==> config.mk <==
export PLATFORM = sky130hd
export DESIGN_NAME = updown_mode_counter
export DESIGN_NICKNAME = d
export VERILOG_FILES = /design/src/rtl/counter_pkg.sv /design/src/rtl/tick_prescaler.sv /design/src/rtl/updown_mode_counter.sv
export SDC_FILE = /design/constraint.sdc
export NUM_CORES = 1
export LEC_CHECK = 0
export CORE_MARGIN = 5
export CORE_UTILIZATION = 40
export DETAILED_ROUTE_END_ITERATION = 7
export DONT_BUFFER_PORTS = 1
export MAX_ROUTING_LAYER = met4
export PLACE_DENSITY_LB_ADDON = 0.08
export SLEW_MARGIN = 5
export SYNTH_ARGS = -nofsm -noshare
export SYNTH_HDL_FRONTEND = slang
export SYNTH_SLANG_ARGS = --single-unit
==> constraint.sdc <==
create_clock -name clk -period 1.8 [get_ports clk]
set_input_delay 0.27 -clock clk [delete_from_list [all_inputs] [get_ports clk]]
set_output_delay 0.27 -clock clk [all_outputs]
set_load 0.05 [all_outputs]
==> src/rtl/counter_pkg.sv <==
// ============================================================================
// counter_pkg : mode encodings and state type for updown_mode_counter
// Revision    : 1.0
// ============================================================================
`default_nettype none

package counter_pkg;

    localparam logic [1:0] MODE_WRAP    = 2'b00;
    localparam logic [1:0] MODE_SAT     = 2'b01;
    localparam logic [1:0] MODE_ONESHOT = 2'b10;

    typedef enum logic [0:0] {
        ST_RUN  = 1'b0,
        ST_DONE = 1'b1
    } cnt_state_e;

    // Mode 2'b11 is an alias of wrap, so only one-shot needs an explicit test.
    function automatic logic is_oneshot(input logic [1:0] mode);
        return (mode == MODE_ONESHOT);
    endfunction

endpackage

`default_nettype wire

==> src/rtl/tick_prescaler.sv <==
// ============================================================================
// tick_prescaler : clock-enable divider, one step_en every prescale+1 en cycles
// Revision       : 1.0
// ============================================================================
`default_nettype none

module tick_prescaler #(
    parameter int PRESCALE_W = 8
) (
    input  logic                  clk,
    input  logic                  hard_rst_n,
    input  logic                  clear,
    input  logic                  en,
    input  logic [PRESCALE_W-1:0] prescale,
    output logic                  step_en
);

    logic [PRESCALE_W-1:0] pre_q;
    logic [PRESCALE_W-1:0] pre_d;
    logic                  w_at_top;

    assign w_at_top = (pre_q == prescale);
    assign step_en  = en && w_at_top;

    // Lowering prescale below pre_q lets the counter run on through all-ones.
    always_comb begin
        pre_d = pre_q;
        if (clear) begin
            pre_d = '0;
        end else if (en) begin
            pre_d = w_at_top ? '0 : pre_q + 1'b1;
        end
    end

    always_ff @(posedge clk or negedge hard_rst_n) begin
        if (!hard_rst_n) begin
            pre_q <= '0;
        end else begin
            pre_q <= pre_d;
        end
    end

endmodule

`default_nettype wire

==> src/rtl/updown_mode_counter.sv <==
// ============================================================================
// updown_mode_counter : up/down bounded counter, wrap/saturate/one-shot modes,
//                       parallel load and built-in prescaler
// Revision            : 1.0
// ============================================================================
`default_nettype none

module updown_mode_counter #(
    parameter int WIDTH      = 4,
    parameter int PRESCALE_W = 8
) (
    input  logic                  clk,
    input  logic                  hard_rst_n,
    input  logic                  soft_rst,
    input  logic                  en,
    input  logic                  up_dn,
    input  logic [1:0]            mode,
    input  logic [WIDTH-1:0]      low_val,
    input  logic [WIDTH-1:0]      end_val,
    input  logic [PRESCALE_W-1:0] prescale,
    input  logic                  load,
    input  logic [WIDTH-1:0]      load_val,
    input  logic                  clr_ovf,
    output logic [WIDTH-1:0]      cnt_out,
    output logic                  tc,
    output logic                  done,
    output logic                  ovf,
    output logic                  cfg_err
);

    import counter_pkg::*;

    logic [WIDTH-1:0] cnt_q, cnt_d;
    logic             tc_q, tc_d;
    logic             ovf_q, ovf_d;
    cnt_state_e       state_q, state_d;

    logic             w_cfg_err;
    logic [WIDTH-1:0] w_start;
    logic [WIDTH-1:0] w_term_val;
    logic             w_out_of_range;
    logic             w_at_term;
    logic             w_pre_en;
    logic             w_tick;
    logic             w_step;
    logic             w_ovf_set;

    assign w_cfg_err      = (low_val > end_val);
    assign w_start        = up_dn ? low_val : end_val;
    assign w_term_val     = up_dn ? end_val : low_val;
    // A count pushed outside the bounds by a load or bound change ends the run.
    assign w_out_of_range = (cnt_q < low_val) || (cnt_q > end_val);
    assign w_at_term      = (up_dn ? (cnt_q >= end_val) : (cnt_q <= low_val))
                            || w_out_of_range;

    assign w_pre_en = en && (state_q == ST_RUN);
    assign w_step   = w_tick && !w_cfg_err && !soft_rst && !load;

    tick_prescaler #(
        .PRESCALE_W (PRESCALE_W)
    ) u_prescaler (
        .clk        (clk),
        .hard_rst_n (hard_rst_n),
        .clear      (soft_rst || load),
        .en         (w_pre_en),
        .prescale   (prescale),
        .step_en    (w_tick)
    );

    always_comb begin
        cnt_d     = cnt_q;
        state_d   = state_q;
        tc_d      = 1'b0;
        w_ovf_set = 1'b0;
        if (soft_rst) begin
            cnt_d   = w_start;
            state_d = ST_RUN;
        end else if (load) begin
            cnt_d   = load_val;
            state_d = ST_RUN;
        end else if (w_step) begin
            if (w_at_term) begin
                tc_d = 1'b1;
                if (is_oneshot(mode)) begin
                    cnt_d   = w_term_val;
                    state_d = ST_DONE;
                end else if (mode == MODE_SAT) begin
                    cnt_d     = w_term_val;
                    w_ovf_set = 1'b1;
                end else begin
                    cnt_d     = w_start;
                    w_ovf_set = 1'b1;
                end
            end else begin
                cnt_d = up_dn ? (cnt_q + 1'b1) : (cnt_q - 1'b1);
            end
        end
        ovf_d = ovf_q;
        if (w_ovf_set) begin
            ovf_d = 1'b1;
        end else if (clr_ovf) begin
            ovf_d = 1'b0;
        end
    end

    always_ff @(posedge clk or negedge hard_rst_n) begin
        if (!hard_rst_n) begin
            cnt_q   <= '0;
            tc_q    <= 1'b0;
            ovf_q   <= 1'b0;
            state_q <= ST_RUN;
        end else begin
            cnt_q   <= cnt_d;
            tc_q    <= tc_d;
            ovf_q   <= ovf_d;
            state_q <= state_d;
        end
    end

    assign cnt_out = cnt_q;
    assign tc      = tc_q;
    assign done    = (state_q == ST_DONE);
    assign ovf     = ovf_q;
    assign cfg_err = w_cfg_err;

endmodule

`default_nettype wire

==> impl_metrics.ini, run 1 <==
[outcome]
outcome = complete, but fails checks
failed_checks = setup timing

[die]
dieHeight_um = 70.6
die_area_um2 = 4980
fp.dieW_um = 70.6
initial_core_util_pct = 40.7
core_area_um2 = 3610
io_pins = 37
rows = 22

[placed_design]
gp_congestion = 0.943
dp_hpwl_mm = 3.43
io_buffers = 0
placed_area_um2 = 1710

[global_routing]
use_met2_pct = 29.6
grt_pass1_wl_mm = 7.24
track_usage_pct = 18.7
grt_busiest_layer = met2
antenna_found_initial = 0
grt_overflow = 0
met1_usage_pct = 24.6
grt_pass1_vias = 1465
grtUsageMet3_pct = 2.70
grt_start_max_net_pins = 16

[finish]
nets = 250
syn_to_final_growth_pct = 36.5
fillers = 335
final_cell_mix = 28 x buf_4, 17 x nand2_1, 13 x o21ai_0, 11 x dfrtp_1, 10 x ha_1
layout_commonest_cell = buf_4
post-route-util_pct = 55.6
n_antenna_cell = 0
final_cell_area_um2 = 2010
drive_gt1_share_pct = 36.8

[timing]
rsz0062_at_grt = true
slew_headroom_pct = 46.9
setup-violations-final = 5
layout_setup_ws_ns = -0.175
worst_pin_slew_ns = 0.793
fin_skew_ns = 0.00679
drv_slew = 0
fmax_mhz = 506
fin_crit_ns = 1.98
min_period_over_period_pct = 110
holdWs_ns = 0.0932
hold_viol = 0

[clocking]
cts_tree = yes
numClockSinks = 15
clk_pin_slew_ns = 0.07
insertion_delay_ns = 0.25
clockRootBuffer = clkbuf_8
cts_buffers = 3
htreeDepth = 1
clockBufferDepth = 2

[setup_path]
end_kind = flip-flop
r2r-start = cnt_out[0]
worst-path-buf-inv = 2
crit_family = compound AO/OA/AOI/OAI gates
worstPathMaxFanout = 3
worstPathCellList = inv_4 -> ha_4 -> and4_1 -> o22ai_2 -> buf_4 -> a21oi_4 -> a221oi_2 -> o31ai_2 -> o21a_1
setup.worst_path.class = flip-flop to flip-flop
cp.required_ns = 1.95
cp_slowest_stage_delay_ns = 0.43
rr_endpoint = cnt_out[1]
cp_slowest_cell = dfrtp_2
r2r_slack_ns = -0.18
reg2reg_depth = 9
cp-start-kind = flip-flop
cp.arrival_ns = 2.12

[power_and_ir_drop]
p_per_area_nw_per_um2 = 625
leakage_nw = 0.893
ir_drop_mv = 0.257
p_total_mw = 1.25

[hold_path]
hold_path.class = input port to flip-flop
hold_path_end = cnt_out[3]
whs_path_depth = 1
min-delay-start = soft_rst

[route]
viasPerCell = 5.69
route.vias.total = 1435
drc = 0
routed_wire_length_per_instance_um = 17.6
ant_nets = 0
routed_wirelength_mm = 4.43
drt_iter0_markers = 53
first_pass_iters = 4

[logic_synthesis]
syn_inst = 171
ys_seq_elements = 15
synth.top_cells.by_area = dfrtp_1 26%, ha_1 13%, xor2_1 5.4%, o21ai_0 5.1%, nand2_1 4.9%
synth_top_cell_by_area = dfrtp_1
async_flop_share_pct = 100
synth.top_cell.area_share_pct = 25.6
synthFlopType = dfrtp_1
synth-edff-count = 0
syn_nets = 216
synth_warnings = 0
synthesis.area_um2 = 1470
seq_area_frac_synth_pct = 25.6
syn_area_per_cell_um2 = 8.59
ys_types = 47

[flow_run]
maxCapViolCount = 0
[worst register-to-register path, stage by stage (launching register included)]
cell and delay [ns]:
dfrtp_2 0.43, inv_4 0.08, ha_4 0.20, and4_1 0.20
o22ai_2 0.17, buf_4 0.15, a21oi_4 0.04, a221oi_2 0.32
o31ai_2 0.11, o21a_1 0.18
[cells in the mapped netlist, types with 4 or more instances]
cell type / instances
a21o_1: 5
a21oi_1: 10
dfrtp_1: 15
ha_1: 15
inv_1: 10
nand2_1: 19
nand2b_1: 4
nand3_1: 6
nor2_1: 8
nor3_1: 4
o21ai_0: 15
xnor2_1: 4
xor2_1: 9
[kinds of logic (layout without fill, tap and decap cells)]
| group | count (synthesis) | after routing | share of synthesized area [%] |
|---|---|---|---|
| xor gates and xnor gates | 13 | 13 | 7.75 |
| adders and majority gates | 16 | 16 | 14.1 |
| DFF | 15 | 15 | 25.6 |
| buffers and inverters | 13 | 46 | 3.49 |
| AOI/OAI and AO/OA | 49 | 49 | 22.2 |
| muxes | 5 | 5 | 3.58 |
| and+or+nand+nor | 60 | 60 | 23.3 |
[through the flow]
stage | setup WS [ns] | std cells | setup TNS (ns)
after floorplan | -0.266 | 171 | -0.682
after global placement | -0.221 | 239 | -0.642
after detailed placement | -0.231 | 239 | -0.884
after CTS | -0.121 | 247 | -0.343
after global routing | -0.214 | 252 | -1.12
final | -0.175 | 252 | -0.575
[worst max-delay path by stage]
stage | end | from | slack, ns | cells after the start
floorplan | cnt_out[2] | cnt_out[0] | -0.27 | 8
global placement | cnt_out[1] | cnt_out[3] | -0.22 | 7
detailed placement | cnt_out[1] | cnt_out[3] | -0.23 | 7
CTS | cnt_out[1] | cnt_out[1] | -0.12 | 8
global route | cnt_out[2] | cnt_out[1] | -0.21 | 7
finish | cnt_out[1] | cnt_out[0] | -0.18 | 9
[sequential cells by signal (all words and copies together) (netlist names)]
signal	cells
u_prescaler.pre_q	8
cnt_out	4
done	1
ovf	1
tc	1
[report_power, final]
part | internal [mW] | switching (mW)
Clock | 0.157 | 0.135
Sequential | 0.352 | 0.0169
Combinational | 0.274 | 0.319
Total | 0.783 | 0.472
[timing repair]
action,CTS,global route
setup endpoints to repair,6,11
pin swaps,9,15
endpoints found under the hold margin,15,0
setup buffers,3,5
hold buffers,1,0
resized for setup,21,13
[routing by layer]
layer / wire (um) / vias to the layer above
li1: - / 693
met1: 2080 / 706
met2: 2070 / 34
met3: 235 / 2
met4: 36 / 0
met5: 0 / -
[area by class of cell]
cell class | count | area, um2 | share of cell area (%)
Multi-Input combinational cell | 143 | 1230 | 61.1
Clock buffer | 4 | 45.0 | 2.25
Timing Repair Buffer | 32 | 254 | 12.7
Tap cell | 48 | 60.1 | 2.99
Inverter | 10 | 40.0 | 2.00
Sequential cell | 15 | 380 | 19.0
Note: power is estimated with default switching activity, not from simulation.
==> inputs of run 2 (changes only) <==
--- a/config.mk
+++ b/config.mk
@@ -5,6 +5,7 @@
 export SDC_FILE = /design/constraint.sdc
 export NUM_CORES = 1
 export LEC_CHECK = 0
+export CAP_MARGIN = 40
 export CORE_MARGIN = 5
 export CORE_UTILIZATION = 40
 export DETAILED_ROUTE_END_ITERATION = 7
==> results of run 2 <==
Same layout as run 1: the final DEF is identical, and so are final timing and power.
